[config.mk]
export PLATFORM = sky130hd
export DESIGN_NAME = seq_detect_moore
export DESIGN_NICKNAME = d
export VERILOG_FILES = /design/src/rtl/seq_det_pkg.sv /design/src/rtl/sat_counter.sv /design/src/rtl/seq_detect_moore.sv
export SDC_FILE = /design/constraint.sdc
export NUM_CORES = 1
export LEC_CHECK = 0
export ABC_AREA = 1
export BUFFER_PORTS_ARGS = -buffer_cell sky130_fd_sc_hd__buf_2
export CORE_ASPECT_RATIO = 0.75
export CORE_MARGIN = 2
export CORE_UTILIZATION = 49
export CTS_CLUSTER_DIAMETER = 200
export DETAILED_ROUTE_END_ITERATION = 16
export PLACE_DENSITY = 0.74
export SYNTH_ARGS = -nofsm -noshare
export SYNTH_HDL_FRONTEND = slang
export SYNTH_HIERARCHICAL = 1
export SYNTH_SLANG_ARGS = --single-unit
[constraint.sdc]
create_clock -name clk -period 1.7 [get_ports clk]
set_clock_uncertainty 0.1 [all_clocks]
set_input_delay 0.17 -clock clk [delete_from_list [all_inputs] [get_ports clk]]
set_output_delay 0.17 -clock clk [all_outputs]
set_load 0.05 [all_outputs]
[src/rtl/seq_det_pkg.sv]
// Shared types and limits for the serial pattern detector.
// Holds the Moore state encoding and the legal pattern-width range.
package seq_det_pkg;

    typedef enum logic [1:0] {
        FILL = 2'd0,
        RUN  = 2'd1,
        HIT  = 2'd2
    } state_t;

    localparam int unsigned PAT_W_MIN = 2;
    localparam int unsigned PAT_W_MAX = 16;

endpackage

[src/rtl/sat_counter.sv]
// Saturating up-counter with a synchronous clear.
// When clear and increment arrive together, clear wins.
module sat_counter #(
    parameter int unsigned CNT_W = 8
) (
    input  logic             clk,
    input  logic             rst_n,
    input  logic             inc,
    input  logic             clr,
    output logic [CNT_W-1:0] count
);

    localparam logic [CNT_W-1:0] CNT_MAX = '1;

    logic [CNT_W-1:0] count_q;
    logic [CNT_W-1:0] count_d;

    always_comb begin
        count_d = count_q;
        if (clr) begin
            count_d = '0;
        end else if (inc && (count_q != CNT_MAX)) begin
            count_d = count_q + CNT_W'(1);
        end
    end

    always_ff @(posedge clk or negedge rst_n) begin
        if (!rst_n) begin
            count_q <= '0;
        end else begin
            count_q <= count_d;
        end
    end

    assign count = count_q;

endmodule

[src/rtl/seq_detect_moore.sv]
// Moore serial pattern detector with a loadable pattern and a saturating match count.
// op is a pure decode of the state register, one cycle after the completing sample.
//
// state | meaning
// FILL  | fewer than PAT_W valid bits collected since reset/load/non-overlap match
// RUN   | history window full, last accepted sample did not match
// HIT   | last accepted sample completed a match (op high)
module seq_detect_moore
    import seq_det_pkg::*;
#(
    parameter int unsigned          PAT_W    = 4,
    parameter logic [PAT_W-1:0]     PAT_INIT = 4'b1001,
    parameter bit                   OVERLAP  = 1'b1,
    parameter int unsigned          CNT_W    = 8
) (
    input  logic             clk,
    input  logic             reset,
    input  logic             en,
    input  logic             ip,
    input  logic             pat_load,
    input  logic [PAT_W-1:0] pat_in,
    input  logic             clr_cnt,
    output logic             op,
    output logic [CNT_W-1:0] match_cnt
);

    localparam int unsigned      FILL_W    = $clog2(PAT_W + 1);
    localparam logic [FILL_W-1:0] FILL_FULL = FILL_W'(PAT_W);

    if ((PAT_W < PAT_W_MIN) || (PAT_W > PAT_W_MAX)) begin : g_bad_pat_w
        $error("seq_detect_moore: PAT_W out of legal range");
    end

    state_t            state_q, state_d;
    logic [PAT_W-1:0]  hist_q, hist_d;
    logic [PAT_W-1:0]  pat_q, pat_d;
    logic [FILL_W-1:0] fill_q, fill_d;
    logic [PAT_W-1:0]  hist_shift;
    logic [FILL_W-1:0] fill_inc;
    logic              match;

    always_comb begin
        state_d    = state_q;
        hist_d     = hist_q;
        pat_d      = pat_q;
        fill_d     = fill_q;
        match      = 1'b0;
        hist_shift = {hist_q[PAT_W-2:0], ip};
        fill_inc   = (fill_q == FILL_FULL) ? fill_q : fill_q + FILL_W'(1);

        if (pat_load) begin
            // a load discards the coincident sample entirely
            pat_d   = pat_in;
            hist_d  = '0;
            fill_d  = '0;
            state_d = FILL;
        end else if (en) begin
            hist_d = hist_shift;
            fill_d = fill_inc;
            if ((fill_inc == FILL_FULL) && (hist_shift == pat_q)) begin
                match   = 1'b1;
                state_d = HIT;
                if (!OVERLAP) begin
                    fill_d = '0;
                end
            end else if (fill_inc == FILL_FULL) begin
                state_d = RUN;
            end else begin
                state_d = FILL;
            end
        end else if (state_q == HIT) begin
            state_d = (fill_q == FILL_FULL) ? RUN : FILL;
        end
    end

    always_ff @(posedge clk or negedge reset) begin
        if (!reset) begin
            state_q <= FILL;
            hist_q  <= '0;
            pat_q   <= PAT_INIT;
            fill_q  <= '0;
        end else begin
            state_q <= state_d;
            hist_q  <= hist_d;
            pat_q   <= pat_d;
            fill_q  <= fill_d;
        end
    end

    assign op = (state_q == HIT);

    sat_counter #(
        .CNT_W (CNT_W)
    ) u_match_cnt (
        .clk   (clk),
        .rst_n (reset),
        .inc   (match),
        .clr   (clr_cnt),
        .count (match_cnt)
    );

endmodule

==> metrics.log, run 1 <==
INFO  metric switching_share = 0.273
INFO  metric ioPinCount = 19
INFO  metric place_hpwl = 1890 um
INFO  metric clk_path_buf_depth = 2
INFO  metric timing.final.crit_period = 1.79 ns
INFO  metric first_pass_iters = 4
INFO  metric power_switching = around 0.27 mW
INFO  metric antenna_found_initial = 0
INFO  metric failed_checks = negative setup slack
INFO  metric mappedNetlistNets = about 180
INFO  metric detail_route.vias_per_cell = between 4 and 5
INFO  metric cp-end-kind = flop
INFO  metric critPathKind = reg2reg
INFO  metric seq_power_share = 0.517
INFO  metric finalWorstSetupSlack = -0.0893 ns
INFO  metric hold_path.startpoint = ip
INFO  metric ant_nets = 0
INFO  metric yosys_register_bits = 20
INFO  metric critical_path.n_buffers_inverters = 4
INFO  metric hold_viol = 0
INFO  metric core.rowCount = 15
INFO  metric setup_viol = 10
INFO  metric rsz0062_at_grt = true
INFO  metric drt_wl_total = about 2900 um
INFO  metric worst_r2r_endpoint = u_match_cnt/count[7]
INFO  metric die_x = ~60 um
INFO  metric drc = 0
INFO  metric cp_data_required_time = 1.81 ns
INFO  metric setup_tns = -0.483 ns
INFO  metric critPathLaunchType = flop
INFO  metric peakVddDrop = 0.420 mV
INFO  metric rr_startpoint = fill_q[0]
INFO  metric post_route_cells_drive_above_1_share = 0.361
INFO  metric rr_worst_depth = 14
INFO  metric worst_hold_path_ep = hist_q[0]
INFO  metric yosys.area.top_type_share = 0.389
INFO  metric clkSinkCount = 20
INFO  metric grtUsageTotal = 0.231
INFO  metric numCtsBuffers = 3
INFO  metric powerDensity = roughly 630 nW/um^2
INFO  metric power_leakage = roughly 0.8 nW
INFO  metric signal_arrival_time_at_the_worst_endpoint = 1.90 ns
INFO  metric timing.max_slew.rel_slack = 0.704
INFO  metric drt_iter0_markers = 62
INFO  metric critical-path-max-stage-delay = roughly 0.40 ns
INFO  metric yosys-top-cells-area = sky130_fd_sc_hd__dfrtp_1, sky130_fd_sc_hd__nand2_1, sky130_fd_sc_hd__inv_1, sky130_fd_sc_hd__nand3_1, sky130_fd_sc_hd__dfstp_2
INFO  metric mostFrequentLayoutCells = sky130_fd_sc_hd__nand2_1, sky130_fd_sc_hd__inv_1, sky130_fd_sc_hd__dfrtp_1, sky130_fd_sc_hd__buf_2, sky130_fd_sc_hd__buf_4
INFO  metric cellInternalPower = 0.719 mW
INFO  metric die_height = between 40 and 50 um
INFO  metric pwr-share-comb = 0.196
INFO  metric share_clk_of_total_power = 0.287
INFO  metric grt_pass1_vias = roughly 1100
INFO  metric hold-worst-slack = roughly 0.038 ns
INFO  metric count_of_cell_types_in_the_netlist = 21
INFO  metric total_cell_area_at_the_placement_stage = around 1300 um^2
INFO  metric worst_path_dominant_cell_family = simple AND/OR/NAND/NOR gates
INFO  metric tightestPinTransition = 0.444 ns
INFO  metric clk_pin_slew_worst_paths = 0.12 ns
INFO  metric outcome = complete, but fails checks
INFO  metric synth.yosys.warnings = 6
INFO  metric synth_area_leader_cell = sky130_fd_sc_hd__dfrtp_1
INFO  metric cts_root_buf = sky130_fd_sc_hd__clkbuf_4
INFO  metric n_antenna_cell = 0
INFO  metric grt_first_pass_wirelength = roughly 4600 um
INFO  metric place_congestion = approximately 0.94
INFO  metric detailroute.via_count = ~1200
INFO  metric grt_max_degree = 21
INFO  metric wl_per_cell = ~12 um
INFO  metric holdPathStages = 3
INFO  metric worst-path-max-fanout = 4
INFO  metric initial_utilization = 0.510
INFO  metric cts_tree = done
INFO  metric hold_path_class = in2reg
INFO  metric max_cap_violations = 0
INFO  metric mappedNetlistArea = 1160 um^2
INFO  metric final_common_cell = sky130_fd_sc_hd__nand2_1
INFO  metric fp.dieArea = between 2000 and 3000 um^2
INFO  metric grt_overflow = 0
INFO  metric final-max-slew-violation-count = 0
INFO  metric ctsHtreeMaxLevel = 1
INFO  metric max_clock_freq = about 0.56 GHz
INFO  metric clock_insertion_delay_worst_skew = 0.31 ns
INFO  metric postSynthAreaPerCell = ~7 um^2
INFO  metric timing.critical_path.cells = ha_2 -> inv_2 -> nand2_1 -> nand2_1 -> a21oi_2 -> nand2_2 -> nor2_2 -> nand2_2 -> inv_2 -> inv_2 -> a21oi_4 -> nand3_1 -> nand2_1 -> inv_1
INFO  metric timing.final.crit_share = 1.05
INFO  metric finalNonFillerCells = 239
INFO  metric flow.area_growth_from_synthesis = 35.6%
INFO  metric port-buffer-count = 18
INFO  metric placedCellCount = between 200 and 250
INFO  metric syn-instance-count = 162
INFO  metric dpl_worst_slack = -0.149 ns
INFO  metric seq_area_frac_synth = 0.434
INFO  metric post_route_design_area = between 1500 and 2000 um^2
INFO  metric slowest_stage = sky130_fd_sc_hd__dfrtp_1
INFO  metric design.core.area = approximately 2300 um^2
INFO  metric ff2ff_setup_slack = -0.09 ns
INFO  metric fin_nets = between 200 and 250
==> worst reg2reg max path, stage by stage, from the launching register on <==
cell                      delay (ns)
sky130_fd_sc_hd__dfrtp_1        0.40
sky130_fd_sc_hd__ha_2           0.22
sky130_fd_sc_hd__inv_2          0.04
sky130_fd_sc_hd__nand2_1        0.06
sky130_fd_sc_hd__nand2_1        0.05
sky130_fd_sc_hd__a21oi_2        0.13
sky130_fd_sc_hd__nand2_2        0.07
sky130_fd_sc_hd__nor2_2         0.09
sky130_fd_sc_hd__nand2_2        0.07
sky130_fd_sc_hd__inv_2          0.08
sky130_fd_sc_hd__inv_2          0.05
sky130_fd_sc_hd__a21oi_4        0.14
sky130_fd_sc_hd__nand3_1        0.09
sky130_fd_sc_hd__nand2_1        0.06
sky130_fd_sc_hd__inv_1          0.04
==> Yosys cell counts <==
master	n
sky130_fd_sc_hd__a21oi_1	4
sky130_fd_sc_hd__a21oi_2	2
sky130_fd_sc_hd__buf_2	1
sky130_fd_sc_hd__clkinv_4	1
sky130_fd_sc_hd__dfrtp_1	18
sky130_fd_sc_hd__dfstp_2	2
sky130_fd_sc_hd__ha_1	3
sky130_fd_sc_hd__inv_1	27
sky130_fd_sc_hd__inv_2	1
sky130_fd_sc_hd__nand2_1	55
sky130_fd_sc_hd__nand2_2	4
sky130_fd_sc_hd__nand2_4	1
sky130_fd_sc_hd__nand3_1	12
sky130_fd_sc_hd__nor2_1	11
sky130_fd_sc_hd__nor2_2	4
sky130_fd_sc_hd__nor3_1	2
sky130_fd_sc_hd__o21ai_0	7
sky130_fd_sc_hd__o21ai_1	1
sky130_fd_sc_hd__o21ai_2	1
sky130_fd_sc_hd__o21bai_1	2
sky130_fd_sc_hd__o22ai_1	3
==> stage by stage <==
stage,power (mW),util
6_report,0.988,0.692
5_1_grt,1.05,0.692
4_1_cts,0.971,0.659
3_5_place_dp,0.646,0.576
3_3_place_gp,0.640,0.576
2_1_floorplan,0.598,-
==> repair_timing <==
action / in CTS / in global routing
pin swaps: 8 / 5
setup buffers: 9 / 6
endpoints found under the hold margin: 22 / 0
hold buffers: 5 / 0
setup endpoints to repair: 8 / 10
resized for setup: 12 / 10
==> cells by family after synthesis <==
kind of cell | Yosys count | share of synthesized area
adder cells (fa/ha/maj) | 3 | 0.0324
AO/OA/AOI/OAI | 20 | 0.104
buffers and inverters | 30 | 0.103
flip-flops | 20 | 0.434
AND/OR/NAND/NOR | 89 | 0.327
==> power groups by stage <==
stage	Combinational [mW]	Sequential, mW	Clock, mW
detailed placement	0.128	0.519	0
global placement	0.122	0.518	0
CTS	0.167	0.511	0.293
finish	0.194	0.511	0.284
global route	0.216	0.514	0.315
floorplan	0.0725	0.525	0
==> metal layers <==
metal | global-route usage | part of all wire | up-vias
met5 | 0 | 0 | -
met4 | 0.0711 | 0.015 | 0
met3 | 0.0506 | 0.045 | 6
met2 | 0.376 | 0.48 | 31
met1 | 0.310 | 0.46 | 553
li1 | - | - | 586
==> how the worst max path moves through the flow <==
stage / start / endpoint / slack, ns / cells past startpoint
after floorplan: u_match_cnt/count[1] / u_match_cnt/count[3] / 0.006 / 9
after detailed placement: fill_q[0] / u_match_cnt/count[7] / -0.15 / 13
after global routing: fill_q[0] / u_match_cnt/count[7] / -0.23 / 14
after CTS: fill_q[0] / u_match_cnt/count[7] / -0.06 / 14
after global placement: fill_q[0] / u_match_cnt/count[7] / -0.04 / 13
final: fill_q[0] / u_match_cnt/count[7] / -0.09 / 14
==> layout make-up <==
type / instances / area [um^2]
inverter: 29 / 116
sequential: 20 / 503
tap: 34 / 42.5
clock buffer: 4 / 36.3
multi-input combinational: 112 / 598
timing repair buffer: 40 / 275
fill: 186 / 699
==> state kept, by name (all words and copies together), names as in the netlist <==
register           flops
pat_q                  4
state_q                2
u_match_cnt/count      8
hist_q                 3
fill_q                 3
No activity file was read; power rests on OpenSTA's default activity.
==> inputs of run 2 (changes only) <==
--- a/config.mk
+++ b/config.mk
@@ -13,6 +13,7 @@
 export CTS_CLUSTER_DIAMETER = 200
 export DETAILED_ROUTE_END_ITERATION = 16
 export PLACE_DENSITY = 0.74
+export SKIP_LAST_GASP = 1
 export SYNTH_ARGS = -nofsm -noshare
 export SYNTH_HDL_FRONTEND = slang
 export SYNTH_HIERARCHICAL = 1
==> run 2 against run 1 <==
  * The run still ends with negative setup slack left
  * Sequential share of layout area is the same
  * Register-to-register slack is essentially flat
  * Core utilization is the same
  * Design area is the same
  * Fmax shrank 0.17%
  * Power grew 0.51%
  * Count of clock-buffer cells in the layout is the same
  * Flip-flop and latch count is the same
  * Clock power is essentially flat
  * Via count grew 1.5%
==> metrics.log, run 2 (same netlist as run 1, synthesis figures left out) <==
INFO  metric timing.final.crit_period = 1.79 ns
INFO  metric dpl_worst_slack = -0.149 ns
INFO  metric fin_nets = ~220
INFO  metric post_route_design_area = 1570 um^2
INFO  metric cp_data_required_time = around 1.8 ns
INFO  metric core.rowCount = 15
INFO  metric rr_worst_depth = 14
INFO  metric total_cell_area_at_the_placement_stage = between 1000 and 1500 um^2
INFO  metric timing.final.crit_share = 1.05
INFO  metric ant_nets = 0
INFO  metric hold_path_class = in2reg
INFO  metric finalWorstSetupSlack = -0.0924 ns
INFO  metric timing.critical_path.cells = ha_2 -> inv_2 -> nand2_1 -> nand2_1 -> a21oi_2 -> nand2_2 -> nor2_2 -> nand2_2 -> inv_2 -> inv_2 -> a21oi_4 -> nand3_1 -> nand2_1 -> inv_1
INFO  metric power.total = a little under 1 mW
INFO  metric grt_overflow = 0
INFO  metric failed_checks = negative setup slack
INFO  metric post_route_cells_drive_above_1_share = 0.361
INFO  metric finalNonFillerCells = around 240
INFO  metric grtUsageTotal = 0.230
INFO  metric initial_utilization = 0.510
INFO  metric detailroute.via_count = approximately 1200
INFO  metric place_congestion = between 0.9 and 1
INFO  metric fillers = around 190
INFO  metric final-max-slew-violation-count = 0
INFO  metric drt_iter0_markers = 64
INFO  metric holdPathStages = 3
INFO  metric cts_tree = done
INFO  metric hold_viol = 0
INFO  metric worst_hold_path_ep = hist_q[0]
INFO  metric clk_pin_slew_worst_paths = 0.12 ns
INFO  metric final_core_utilization = 0.692
INFO  metric grt_max_degree = 21
INFO  metric critPathLaunchType = flop
INFO  metric setup_viol = 10
INFO  metric signal_arrival_time_at_the_worst_endpoint = about 1.9 ns
INFO  metric power_leakage = around 0.81 nW
INFO  metric grt_pass1_vias = 1063
INFO  metric cp-end-kind = flop
INFO  metric clk_path_buf_depth = 2
INFO  metric first_pass_iters = 4
INFO  metric fp.dieArea = between 2000 and 3000 um^2
INFO  metric placedCellCount = about 220
INFO  metric drt_wl_total = slightly below 3000 um
INFO  metric largest_register_ff_count = 8
INFO  metric die_x = ~60 um
INFO  metric rr_startpoint = fill_q[0]
INFO  metric n_antenna_cell = 0
INFO  metric ioPinCount = 19
INFO  metric port-buffer-count = 18
INFO  metric design.core.area = ~2300 um^2
INFO  metric numCtsBuffers = 3
INFO  metric max_cap_violations = 0
INFO  metric antenna_found_initial = 0
INFO  metric peakVddDrop = 0.429 mV
INFO  metric worst_r2r_endpoint = u_match_cnt/count[7]
INFO  metric setup_tns = -0.588 ns
INFO  metric rsz0062_at_grt = true
INFO  metric worst_path_dominant_cell_family = simple AND/OR/NAND/NOR gates
INFO  metric detail_route.vias_per_cell = 5.00
INFO  metric hold_path.startpoint = ip
INFO  metric final_common_cell = sky130_fd_sc_hd__nand2_1
INFO  metric clkSinkCount = 20
INFO  metric critical_path.n_buffers_inverters = 4
INFO  metric tightestPinTransition = around 0.45 ns
INFO  metric cts_root_buf = sky130_fd_sc_hd__clkbuf_4
INFO  metric worst-path-max-fanout = 4
INFO  metric ctsHtreeMaxLevel = 1
INFO  metric wl_per_cell = 12.1 um
INFO  metric place_hpwl = between 1500 and 2000 um
INFO  metric flow.area_growth_from_synthesis = 35.6%
INFO  metric grt_first_pass_wirelength = 4610 um
INFO  metric mostFrequentLayoutCells = sky130_fd_sc_hd__nand2_1, sky130_fd_sc_hd__inv_1, sky130_fd_sc_hd__dfrtp_1, sky130_fd_sc_hd__buf_2, sky130_fd_sc_hd__buf_4
INFO  metric ff2ff_setup_slack = -0.09 ns
INFO  metric outcome = complete, but fails checks
INFO  metric critical-path-max-stage-delay = about 0.40 ns
INFO  metric powerDensity = approximately 630 nW/um^2
INFO  metric hold-worst-slack = roughly 0.04 ns
INFO  metric drc = 0
INFO  metric timing.max_slew.rel_slack = 0.701
INFO  metric die_height = between 40 and 50 um
INFO  metric slowest_stage = sky130_fd_sc_hd__dfrtp_1
INFO  metric max_clock_freq = around 0.56 GHz
INFO  metric clock_insertion_delay_worst_skew = 0.31 ns
INFO  metric critPathKind = reg2reg
-- run 2: cell counts in the layout (fill, tap and decap cells not counted) --
Identical to the previous run, type by type.
-- run 2: repair_timing --
item                       4_1_cts  5_1_grt
setup buffers                    9        6
resized for setup               11       11
setup endpoints to repair        8       10
hold endpoints to repair        22        0
pin swaps                        8        5
hold buffers                     5        0
-- run 2: routing by layer --
metal | part of all wire | GRT usage | up-vias
met2 | 0.48 | 0.372 | 44
met3 | 0.043 | 0.0506 | 13
li1 | - | - | 589
met5 | 0 | 0 | -
met1 | 0.46 | 0.310 | 548
met4 | 0.018 | 0.0711 | 0
-- run 2: power breakdown --
part | switching, mW | internal [mW]
clock | 0.156 | 0.131
combinational | 0.104 | 0.0917
sequential | 0.0145 | 0.497
total | 0.274 | 0.719
-- run 2: cell type report --
cell class | count | area, um^2 | area share
multi-input cells | 112 | 598 | 0.381
flip-flops and latches | 20 | 503 | 0.320
repair buffers | 40 | 275 | 0.175
inverters | 29 | 116 | 0.0740
well taps | 34 | 42.5 | 0.0271
clock buffers | 4 | 36.3 | 0.0231
-- run 2: worst max-delay path by stage --
stage	from	end	slack, ns	cells after the start
2_1_floorplan	u_match_cnt/count[1]	u_match_cnt/count[3]	0.006	9
3_3_place_gp	fill_q[0]	u_match_cnt/count[7]	-0.04	13
3_5_place_dp	fill_q[0]	u_match_cnt/count[7]	-0.15	13
4_1_cts	fill_q[0]	u_match_cnt/count[7]	-0.06	14
5_1_grt	fill_q[0]	u_match_cnt/count[7]	-0.22	14
6_report	fill_q[0]	u_match_cnt/count[7]	-0.09	14
-- run 2: tightest hold or removal path, stage by stage --
cell	delay [ns]
sky130_fd_sc_hd__buf_2	0.10
sky130_fd_sc_hd__inv_1	0.07
sky130_fd_sc_hd__o22ai_1	0.07
==> inputs of run 3 (changes only) <==
--- a/config.mk
+++ b/config.mk
@@ -9,12 +9,12 @@
 export BUFFER_PORTS_ARGS = -buffer_cell sky130_fd_sc_hd__buf_2
 export CORE_ASPECT_RATIO = 0.75
 export CORE_MARGIN = 2
-export CORE_UTILIZATION = 49
-export CTS_CLUSTER_DIAMETER = 200
+export CORE_UTILIZATION = 28
+export CTS_CLUSTER_DIAMETER = 50
 export DETAILED_ROUTE_END_ITERATION = 16
-export PLACE_DENSITY = 0.74
 export SKIP_LAST_GASP = 1
 export SYNTH_ARGS = -nofsm -noshare
 export SYNTH_HDL_FRONTEND = slang
 export SYNTH_HIERARCHICAL = 1
 export SYNTH_SLANG_ARGS = --single-unit
+export TNS_END_PERCENT = 30
==> run 3 against run 2 <==
  * The flow still finishes with violations (negative setup slack)
  * Cell count increased by 2.9%
  * Combinational power decreased by 30%
  * Count of clock-buffer cells in the layout decreased by 1
  * Core utilization decreased by 33 points
  * Critical path depth decreased by 1
  * First-iteration DRC count decreased by 59%
  * Global-route usage decreased by 10 points
  * Design area decreased by 6.6%
  * Non-clock buffer count decreased by 13
  * Die area increased by 69%
  * Sequential share of layout area increased by 2.3 points
==> metrics.log, run 3 (same netlist as run 1, synthesis figures left out) <==
INFO  metric critPathLaunchType = flop
INFO  metric die_x = 78.3 um
INFO  metric timing.final.crit_share = 1.08
INFO  metric max_clock_freq = 0.547 GHz
INFO  metric clock_insertion_delay_worst_skew = 0.25 ns
INFO  metric flow.area_growth_from_synthesis = 26.7%
INFO  metric clkSinkCount = 20
INFO  metric hold_viol = 0
INFO  metric grt_first_pass_wirelength = between 4000 and 5000 um
INFO  metric drc = 0
INFO  metric setup_viol = 8
INFO  metric critPathKind = reg2reg
INFO  metric final_common_cell = sky130_fd_sc_hd__nand2_1
INFO  metric cts_tree = done
INFO  metric ioPinCount = 19
INFO  metric die_height = about 60 um
INFO  metric switching_share = 0.262
INFO  metric cellInternalPower = 0.705 mW
INFO  metric ff2ff_setup_slack = -0.13 ns
INFO  metric rsz0062_at_grt = true
INFO  metric antenna_found_initial = 0
INFO  metric combined_area_of_the_multi_input_logic_cells = 581 um^2
INFO  metric timing.final.crit_period = around 1.8 ns
INFO  metric largest_register_ff_count = 8
INFO  metric total_cell_area_at_the_placement_stage = ~1300 um^2
INFO  metric final-max-slew-violation-count = 0
INFO  metric clk_pin_slew_worst_paths = 0.07 ns
INFO  metric first_pass_iters = 4
INFO  metric outcome = complete, but fails checks
INFO  metric drt_iter0_markers = 26
INFO  metric n_antenna_cell = 0
INFO  metric failed_checks = negative setup slack
INFO  metric fp.dieArea = 4670 um^2
INFO  metric drt_wl_total = 2630 um
INFO  metric cp_data_required_time = ~1.8 ns
INFO  metric port-buffer-count = 18
INFO  metric pwr-share-comb = 0.144
INFO  metric finalNonFillerCells = roughly 250
INFO  metric max_cap_violations = 0
INFO  metric ctsHtreeMaxLevel = 1
INFO  metric cp-end-kind = flop
INFO  metric place_congestion = approximately 0.9
INFO  metric post_route_cells_drive_above_1_share = 0.304
INFO  metric seq_power_share = 0.535
INFO  metric post_route_design_area = 1470 um^2
INFO  metric peakVddDrop = between 0.2 and 0.3 mV
INFO  metric share_clk_of_total_power = 0.322
INFO  metric fillers = between 400 and 500
INFO  metric sequential_standard_cell_area = approximately 500 um^2
INFO  metric hold_path_class = in2reg
INFO  metric mostFrequentLayoutCells = sky130_fd_sc_hd__nand2_1, sky130_fd_sc_hd__inv_1, sky130_fd_sc_hd__dfrtp_1, sky130_fd_sc_hd__buf_2
INFO  metric wl_per_cell = 10.7 um
INFO  metric design.core.area = 4000 um^2
INFO  metric power_switching = 0.251 mW
INFO  metric finalWorstSetupSlack = -0.128 ns
INFO  metric placedCellCount = 236
INFO  metric worst-path-max-fanout = 4
INFO  metric timing.max_slew.rel_slack = 0.687
INFO  metric grt_pass1_vias = roughly 1000
INFO  metric core.rowCount = 20
INFO  metric detailroute.via_count = roughly 1100
INFO  metric ant_nets = 0
INFO  metric numCtsBuffers = 3
INFO  metric cts_root_buf = sky130_fd_sc_hd__clkbuf_8
INFO  metric signal_arrival_time_at_the_worst_endpoint = 1.89 ns
INFO  metric grt_overflow = 0
INFO  metric powerDensity = 651 nW/um^2
INFO  metric grtUsageTotal = 0.126
INFO  metric detail_route.vias_per_cell = approximately 4.3
INFO  metric grt_max_degree = 21
INFO  metric power_leakage = approximately 0.74 nW
INFO  metric place_hpwl = roughly 1900 um
INFO  metric clk_path_buf_depth = 2
INFO  metric tightestPinTransition = between 0.4 and 0.5 ns
INFO  metric fin_nets = ~210
INFO  metric initial_utilization = 0.289
run 3: routing by layer:
layer	GRT usage	vias to the layer above	share of wire
li1	-	565	-
met1	0.167	477	0.53
met2	0.191	12	0.43
met3	0.0363	4	0.025
met4	0.0652	0	0.018
met5	0	-	0
run 3: stage by stage:
step / TNS [ns] / hold slack (ns) / power, mW / utilization / setup slack [ns]
4_1_cts: -0.388 / 0.0123 / 0.968 / 0.359 / -0.0824
2_1_floorplan: 0 / -0.226 / 0.598 / - / 0.00597
3_5_place_dp: -0.603 / 0.0600 / 0.643 / 0.333 / -0.140
5_1_grt: -1.95 / 0.0290 / 1.01 / 0.367 / -0.266
6_report: -0.662 / 0.0198 / 0.955 / 0.367 / -0.128
3_3_place_gp: -0.287 / 0.0596 / 0.642 / 0.333 / -0.0720
run 3: power by group through the flow:
stage	registers [mW]	clock network (mW)	logic [mW]
after floorplan	0.525	0	0.0725
after global placement	0.519	0	0.123
after detailed placement	0.519	0	0.124
after CTS	0.510	0.324	0.134
after global routing	0.513	0.343	0.155
final	0.511	0.307	0.137
run 3: timing repair:
action	4_1_cts	5_1_grt
gates cloned	0	0
endpoints found under the hold margin	18	0
resized for setup	7	6
setup endpoints to repair	7	9
hold buffers	1	0
setup buffers	4	2
pin swaps	7	6
run 3: layout make-up:
cell class / count / share of cell area
Timing Repair Buffer: 27 / 0.109
Clock buffer: 3 / 0.0281
Tap cell: 55 / 0.0469
Multi-Input combinational cell: 112 / 0.396
Sequential cell: 20 / 0.343
Inverter: 29 / 0.0776
run 3: worst paths after layout:
kind,from,end,cells past startpoint
setup / recovery,pat_q[0],u_match_cnt/count[7],13
hold / removal,pat_in[2],pat_q[2],3
setup reg to reg,pat_q[0],u_match_cnt/count[7],13
hold reg to reg,pat_q[0],pat_q[0],2
max in group asynchronous,reset,pat_q[3],2
min in group asynchronous,reset,fill_q[0],2
run 3: worst max-delay path, stage by stage, from the launching register on:
cell,delay (ns)
sky130_fd_sc_hd__dfstp_2,0.53
sky130_fd_sc_hd__inv_1,0.04
sky130_fd_sc_hd__nand2_1,0.05
sky130_fd_sc_hd__nand2_1,0.05
sky130_fd_sc_hd__nor2_1,0.13
sky130_fd_sc_hd__nand2_1,0.14
sky130_fd_sc_hd__nor2_4,0.13
sky130_fd_sc_hd__nand2_2,0.06
sky130_fd_sc_hd__inv_2,0.08
sky130_fd_sc_hd__inv_2,0.05
sky130_fd_sc_hd__a21oi_4,0.16
sky130_fd_sc_hd__nand3_2,0.10
sky130_fd_sc_hd__nand2_2,0.07
sky130_fd_sc_hd__inv_2,0.03
